==> config.mk <==
export PLATFORM = sky130hd
export DESIGN_NAME = mag_cook_sequencer
export DESIGN_NICKNAME = d
export VERILOG_FILES = /design/src/rtl/mag_cook_sequencer.sv
export SDC_FILE = /design/constraint.sdc
export NUM_CORES = 1
export LEC_CHECK = 0
export BUFFER_PORTS_ARGS = -buffer_cell sky130_fd_sc_hd__buf_2
export CAP_MARGIN = 20
export CELL_PAD_IN_SITES_DETAIL_PLACEMENT = 1
export CELL_PAD_IN_SITES_GLOBAL_PLACEMENT = 2
export CORE_ASPECT_RATIO = 1.4
export CORE_MARGIN = 8
export CORE_UTILIZATION = 34
export DETAILED_ROUTE_END_ITERATION = 10
export HOLD_SLACK_MARGIN = 0.05
export PLACE_DENSITY = 0.76
export SLEW_MARGIN = 30
export SYNTH_ARGS = -nofsm -noshare
export SYNTH_HDL_FRONTEND = slang
export SYNTH_SLANG_ARGS = --single-unit
==> constraint.sdc <==
create_clock -name clk -period 3.2 [get_ports clk]
set_input_delay 0.64 -clock clk [delete_from_list [all_inputs] [get_ports clk]]
set_output_delay 0.64 -clock clk [all_outputs]
set_load 0.01 [all_outputs]
==> src/rtl/mag_cook_sequencer.sv <==
// Microwave cook-cycle controller: button edge detection, countdown timer,
// time-sliced magnetron duty and door-gated enable.
module mag_cook_sequencer #(
  parameter int unsigned TICKS_PER_SEC = 50000000,
  parameter int unsigned TIME_W        = 13,
  parameter int unsigned POWER_SLOTS   = 10
) (
  input  logic              clk,
  input  logic              reset,
  input  logic              startn,
  input  logic              stopn,
  input  logic              clearn,
  input  logic              door_closed,
  input  logic              load,
  input  logic [TIME_W-1:0] load_sec,
  input  logic [3:0]        power,
  output logic              mag_on,
  output logic              timer_done,
  output logic [TIME_W-1:0] remaining_sec,
  output logic [2:0]        state
);

  localparam int unsigned PRESC_W = (TICKS_PER_SEC > 1) ? $clog2(TICKS_PER_SEC) : 1;
  localparam int unsigned SLOT_W  = (POWER_SLOTS > 1) ? $clog2(POWER_SLOTS) : 1;
  localparam logic [PRESC_W-1:0] PRESC_LAST = PRESC_W'(TICKS_PER_SEC - 1);
  localparam logic [SLOT_W-1:0]  SLOT_LAST  = SLOT_W'(POWER_SLOTS - 1);

  typedef enum logic [2:0] {
    IDLE    = 3'd0,
    READY   = 3'd1,
    COOKING = 3'd2,
    PAUSED  = 3'd3,
    DONE    = 3'd4
  } state_t;

  state_t              state_q, state_n;
  logic [TIME_W-1:0]   rem_q, rem_n;
  logic [PRESC_W-1:0]  presc_q, presc_n;
  logic [SLOT_W-1:0]   slot_q, slot_n;
  logic                mag_en_q, done_q;
  logic                start_prev, stop_prev, clear_prev, door_prev;
  logic                start_edge, stop_edge, clear_edge, door_fall, load_ok, tick;
  logic [3:0]          power_eff;

  assign start_edge = start_prev & ~startn;
  assign stop_edge  = stop_prev & ~stopn;
  assign clear_edge = clear_prev & ~clearn;
  assign door_fall  = door_prev & ~door_closed;
  assign load_ok    = load && (load_sec != '0);
  assign power_eff  = (power > 4'd10) ? 4'd10 : power;

  always_ff @(posedge clk) begin
    if (reset) begin
      state_q    <= IDLE;
      rem_q      <= '0;
      presc_q    <= '0;
      slot_q     <= '0;
      mag_en_q   <= 1'b0;
      done_q     <= 1'b0;
      start_prev <= 1'b1;
      stop_prev  <= 1'b1;
      clear_prev <= 1'b1;
      door_prev  <= 1'b0;
    end else begin
      state_q    <= state_n;
      rem_q      <= rem_n;
      presc_q    <= presc_n;
      slot_q     <= slot_n;
      mag_en_q   <= (state_n == COOKING) && (32'(slot_n) < 32'(power_eff));
      done_q     <= (state_n == DONE);
      start_prev <= startn;
      stop_prev  <= stopn;
      clear_prev <= clearn;
      door_prev  <= door_closed;
    end
  end

  // Branch order within each state encodes clear > stop > door > tick > start > load.
  always_comb begin
    state_n = state_q;
    rem_n   = rem_q;
    presc_n = presc_q;
    slot_n  = slot_q;
    tick    = 1'b0;
    unique case (state_q)
      IDLE: begin
        if (!clear_edge && load_ok) begin
          state_n = READY;
          rem_n   = load_sec;
        end
      end
      READY: begin
        if (clear_edge) begin
          state_n = IDLE;
          rem_n   = '0;
        end else if (start_edge && door_closed) begin
          state_n = COOKING;
          presc_n = '0;
          slot_n  = '0;
        end else if (load_ok) begin
          rem_n = load_sec;
        end
      end
      COOKING: begin
        if (clear_edge) begin
          state_n = IDLE;
          rem_n   = '0;
        end else if (stop_edge || !door_closed) begin
          state_n = PAUSED;
        end else begin
          tick    = (presc_q == PRESC_LAST);
          presc_n = tick ? '0 : presc_q + PRESC_W'(1);
          if (tick) begin
            slot_n = (slot_q == SLOT_LAST) ? '0 : slot_q + SLOT_W'(1);
            if (rem_q <= TIME_W'(1)) begin
              state_n = DONE;
              rem_n   = '0;
            end else begin
              rem_n = rem_q - TIME_W'(1);
            end
          end
        end
      end
      PAUSED: begin
        if (clear_edge || stop_edge) begin
          state_n = IDLE;
          rem_n   = '0;
        end else if (start_edge && door_closed) begin
          state_n = COOKING;
        end
      end
      DONE: begin
        if (clear_edge || door_fall) begin
          state_n = IDLE;
          rem_n   = '0;
        end else if (load_ok) begin
          state_n = READY;
          rem_n   = load_sec;
        end
      end
      default: begin
        state_n = IDLE;
        rem_n   = '0;
      end
    endcase
  end

  // Door gate is combinational so opening the door cuts power immediately.
  always_comb begin
    mag_on        = mag_en_q & door_closed;
    timer_done    = done_q;
    remaining_sec = rem_q;
    state         = state_q;
  end

endmodule

### After elaboration in Yosys (flattened, before gate mapping)

Index checks and enable logic that the tools add are counted.

| word-level totals | value |
|---|---|
| register bits | 52 |
| logic and storage cells | 92 |

| cells by class | value |
|---|---|
| $add $sub $neg | 3 |
| $lt $le $gt $ge | 3 |
| equal/unequal tests | 17 |
| mux-type cells | 36 |
| bitwise operators | 9 |
| reductions and logical operators | 14 |

Operator list:

| kind | number |
|---|---|
| 13-bit two-way mux | 10 |
| 26-bit two-way mux | 5 |
| 13-bit one-hot mux with 5 select lines | 1 |
| 26-bit one-hot mux with 2 select lines | 1 |
| 3-bit two-way mux | 10 |
| 4-bit two-way mux | 7 |
| 26-bit by 1-bit adder with 26-bit output, second input constant | 1 |
| 26-bit equality test, second input constant | 1 |
| 3-bit one-hot mux with 5 select lines | 1 |
| 13-bit by 1-bit <= comparator with 1-bit output, second input constant | 1 |
| 13-bit nonzero test | 1 |
| 13-bit by 1-bit subtractor with 13-bit output, second input constant | 1 |
| 2-bit != test, second input constant | 6 |
| 5-bit AND reduction | 2 |
| 3-bit by 2-bit equality test with 1-bit output, second input constant | 3 |
| 3-bit != test, second input constant | 3 |
| 4-bit one-hot mux with 2 select lines | 1 |
| 3-bit equality test, second input constant | 2 |
| 1-bit AND | 5 |
| 4-bit by 1-bit adder with 4-bit output, second input constant | 1 |
| 4-bit equality test, second input constant | 1 |
| 4-bit greater-than comparator, second input constant | 1 |
| 1-bit logical AND | 4 |
| 4-bit < comparator | 1 |
| 6 further kinds | 12 |

### Depth between registers and ports, before layout

| depth | value |
|---|---|
| depth after elaboration | 8 |
| depth in mapped cells | 12 |
| depth with buffers taken out | 12 |

### Least setup slack after synthesis

No wires, ideal clock.

| path | value |
|---|---|
| kind | input-to-reg |
| from | input port stopn |
| to | register mag_en_q |
| setup time | 0.118 ns |
| arrival time | 2.580 ns |
| setup slack | 0.503 ns |
| cell stages on the path | 11 |
| path buffers | 0 |
| cell sequence | nand2b_1 > nand2_1 > nor4_1 > o211ai_1 > a21oi_1 > nor2_1 > ha_1 > o211ai_1 > a31oi_1 > and3b_1 > o2111a_1 |

| on the way | value |
|---|---|
| cells in the longest elaborated chain, start to end | 8 |

RTL lines:

| item | RTL line | source |
|---|---|---|
| start, declared | 11 | `input logic stopn,` |
| 1-bit inverter | 46 | `assign stop_edge = stop_prev & ~stopn;` |
| 1-bit AND | 46 |  |
| 1-bit logical OR | 108 | `end else if (stop_edge \|\| !door_closed) begin` |
| 4-bit two-way mux | 108 |  |
| 4-bit two-way mux | 105 | `if (clear_edge) begin` |
| 4-bit one-hot mux with 2 select lines | 85 | `unique case (state_q)` |
| named net slot_n[3] | 39 | `logic [SLOT_W-1:0] slot_q, slot_n;` |
| 4-bit < comparator | 69 | `mag_en_q <= (state_n == COOKING) && (32'(slot_n) < 32'(power_eff));` |
| 1-bit logical AND | 69 |  |
| end signal, assigned | 69 |  |
| end, declared | 40 | `logic mag_en_q, done_q;` |

The timed path passes the listed nets, and every way through them passes these cells.
A chain may end at the register's enable or synchronous reset.

### Worst setup path after layout

| path | value |
|---|---|
| from | register presc_q[0] |
| to | register mag_en_q |

| on the way | value |
|---|---|
| cells in the longest elaborated chain, start to end | 7 |

RTL lines:

| item | RTL line | source |
|---|---|---|
| start, declared | 38 | `logic [PRESC_W-1:0] presc_q, presc_n;` |
| start signal, assigned | 67 | `presc_q <= presc_n;` |
| 26-bit equality test | 111 | `tick = (presc_q == PRESC_LAST);` |
| 4-bit two-way mux | 113 | `if (tick) begin` |
| 4-bit two-way mux | 108 |  |
| 4-bit two-way mux | 105 |  |
| 4-bit one-hot mux with 2 select lines | 85 |  |
| named net slot_n[3] | 39 |  |
| 4-bit < comparator | 69 |  |
| 1-bit logical AND | 69 |  |

The timed path passes the listed nets, and every way through them passes these cells.

==> results.toml <==
[pwr]
power_frac_comb = 0.164
pwr-share-seq = 0.460
switching_share = 0.279
p_leak_nw = 1.47
power.density_nw_per_um2 = 395
switchingPower_uw = 421
internal_power_mw = 1.09
power_frac_clock = 0.377
ir_drop_v = 0.000177
p_total_mw = 1.51

[cts]
cts_buffer_depth = 2
tritoncts = "built"
cts_root_buf = "clkbuf_16"
cts_made_buffers = 5
clk_latency_ns = 0.29
cts.sinks = 52
clk_pin_slew_ns = 0.06
hold_buffers = 0
cts_max_level = 2

[yosys]
syn_avg_cell_area_um2 = 8.05
synth_top_cell_by_area = "dfxtp_1"
ys_warn_count = 0
postSynth.topFlopCell = "dfxtp_1"
synth_most_common_cell = "dfxtp_1"
synth_cell_types = 67
yosysSeqAreaShare = 0.324
synth_xor_area_frac = 0.0491
synthSimpleGateAreaFrac = 0.309
synthesis.area_um2 = 3210
synthMuxAreaShare = 0.00624
ys_top_cells_by_area = "dfxtp_1 32%, nor2_1 4.4%, a21oi_1 3.9%"
synth_compound_area_frac = 0.229
ys_ff_latch = 52
synth_top_area_frac = 0.324
synth-edff-count = 0
synth-async-reset-ratio = 0
synthCells = 399
synth_fa_ha_area_frac = 0.0343
synth_top_family_by_area = "simple AND/OR/NAND/NOR gates"
synthesis.nets = 431
netlist_top_cells_count = "52 x dfxtp_1, 38 x nor2_1, 25 x a21oi_1, 25 x nand2_1, 17 x inv_1"

[global_route]
grt_usage = 0.164
grt_start_max_net_pins = 21
grt_pass1_vias = 3389
antenna_found_initial = 0
grt_pass1_wl_um = 16800
grt_overflow = 0

[placed_design]
dp.cells = 553
port_buffers = 41
gp_congestion = 0.864
dpl_cell_area_um2 = 3630
hpwl_um = 8110

[worst_setup_path]
crit_arrival_ns = 3.14
cp-start-kind = "register"
critPathKind = "reg2reg"
cpPeakStageDelay_ns = 0.36
crit_chain = "ha_2 > and4_2 > nand4_1 > nor4_2 > buf_4 > o211ai_1 > a21oi_2 > nor2_1 > ha_1 > o211ai_1 > a31oi_1 > and3b_1 > o2111a_1"
path_common_cell = "o211ai_1"
cp_max_fo = 4
end_kind = "register"
cp_slowest_cell = "dfxtp_2"
required_ns = 3.39

[route]
route.detailed.drc = 0
drtAntennaViolNets = 0
routedWlPerCell_um = 18.5
first_pass_iters = 4
vias = 3305
routed_wl_um = 10400
viasPerCell = 5.88
drtIter0Drc = 144

[sta]
tns_ns = 0
finalHoldViolCount = 0
hold_slack_ns = 0.474
setup_viol = 0
min_period_ns = 2.96
finalCritPeriodShare = 0.924
fmax_ghz = 0.338
worst_slew_pin_slew_ns = 0.838
skew_ns = 0.00470
max-slew-margin-rel = 0.439
slew_violations = 0

[floorplanning]
core_um2 = 9300
chipWidth_um = 98.1
fp-row-count = 42
dieArea_um2 = 12900
start_util = 0.345
io_pins = 42
die-height_um = 131

[layout]
drive_gt1_frac = 0.204
seq_area_um2 = 1040
diodes = 0
fillCellCount = 1165
finalInstanceArea_um2 = 3820
multi_input_area_um2 = 2040
instances_no_fill = 562
area_growth_pct = 19.0
finalNetCount = 484

[flow_run]
cap_violations = 0

[status]
status = "complete, no violations"

[worst_hold_path]
min_path_type = "reg2reg"
path summary, 6_finish.rpt:
path,from,endpoint,slack [ns],cells past startpoint
worst max register to register,presc_q[0],mag_en_q,0.24,13
worst min register to register,presc_q[15],presc_q[15],0.47,2
worst min-delay path,presc_q[15],presc_q[15],0.47,2
worst max-delay path,presc_q[0],mag_en_q,0.24,13
logic make-up (layout without fill, tap and decap cells):
group	count (synthesis)	in the layout
xor+xnor	18	18
compound gates	103	103
fa+ha+maj	9	9
flops	52	52
buf+inv	36	89
mux	2	2
simple gates	179	179
per-layer routing:
layer	vias up	routed length [µm]	GRT usage
li1	1602	-	-
met1	1604	4180	0.171
met2	72	5420	0.305
met3	27	427	0.0345
met4	0	349	0.0884
met5	-	0	0
flip-flops by register name (all words and copies together), names as in the netlist:
name           count
timer_done         1
state              3
stop_prev          1
door_prev          1
start_prev         1
clear_prev         1
presc_q           26
slot_q             4
remaining_sec     13
mag_en_q           1
cells in the final DEF (no fill, tap or decap), types with 5 or more instances in the layout:
| cell | netlist | routed |
|---|---|---|
| clkbuf_16 | 0 | 5 |
| nor4_1 | 12 | 11 |
| buf_2 | 4 | 41 |
| a221oi_1 | 10 | 10 |
| and3_1 | 9 | 9 |
| xor2_1 | 7 | 7 |
| o32ai_1 | 5 | 5 |
| nor2b_1 | 13 | 13 |
| nand4_1 | 8 | 8 |
| nand3_1 | 13 | 13 |
| a31oi_1 | 5 | 5 |
| nand2b_1 | 6 | 6 |
| a21oi_1 | 25 | 24 |
| buf_4 | 2 | 24 |
| nor3_1 | 13 | 13 |
| inv_1 | 17 | 17 |
| o21ai_0 | 16 | 16 |
| xnor2_1 | 11 | 11 |
| dfxtp_1 | 52 | 50 |
| or2_2 | 7 | 7 |
| ha_1 | 8 | 7 |
| nor2_1 | 38 | 38 |
| or3_1 | 8 | 8 |
| nand2_1 | 25 | 25 |
stage by stage:
stage,utilization,worst slack [ns]
6_report,0.411,0.244
5_1_grt,0.411,-0.0125
4_1_cts,0.406,0.178
3_5_place_dp,0.390,0.209
3_3_place_gp,0.390,0.241
2_1_floorplan,-,0.503
worst max-delay path: cells and delay by family (launching register included):
kind | cells | cell delay [ns]
compound gates | 5 | 0.64
simple gates | 5 | 1.15
buf+inv | 1 | 0.17
flops | 1 | 0.36
fa+ha+maj | 2 | 0.52
power groups by stage:
stage                     Clock (mW)  Sequential (mW)  Combinational [mW]
after floorplan                    0            0.703               0.146
after global placement             0            0.707               0.241
after detailed placement           0            0.708               0.245
after CTS                      0.593            0.693               0.246
after global routing           0.611            0.697               0.272
final                          0.568            0.694               0.247
timing repair:
item	4_1_cts	5_1_grt
endpoints found under the hold margin	0	0
gates resized for setup	0	7
endpoints found under the setup margin	0	1
buffers inserted	0	2
layout make-up:
class                           count  share of cell area
Clock buffer                        7              0.0400
Inverter                           17              0.0167
Multi-Input combinational cell    311               0.533
Sequential cell                    52               0.273
Tap cell                          110              0.0360
Timing Repair Buffer               65               0.101
No activity file was read; power rests on OpenSTA's default activity.
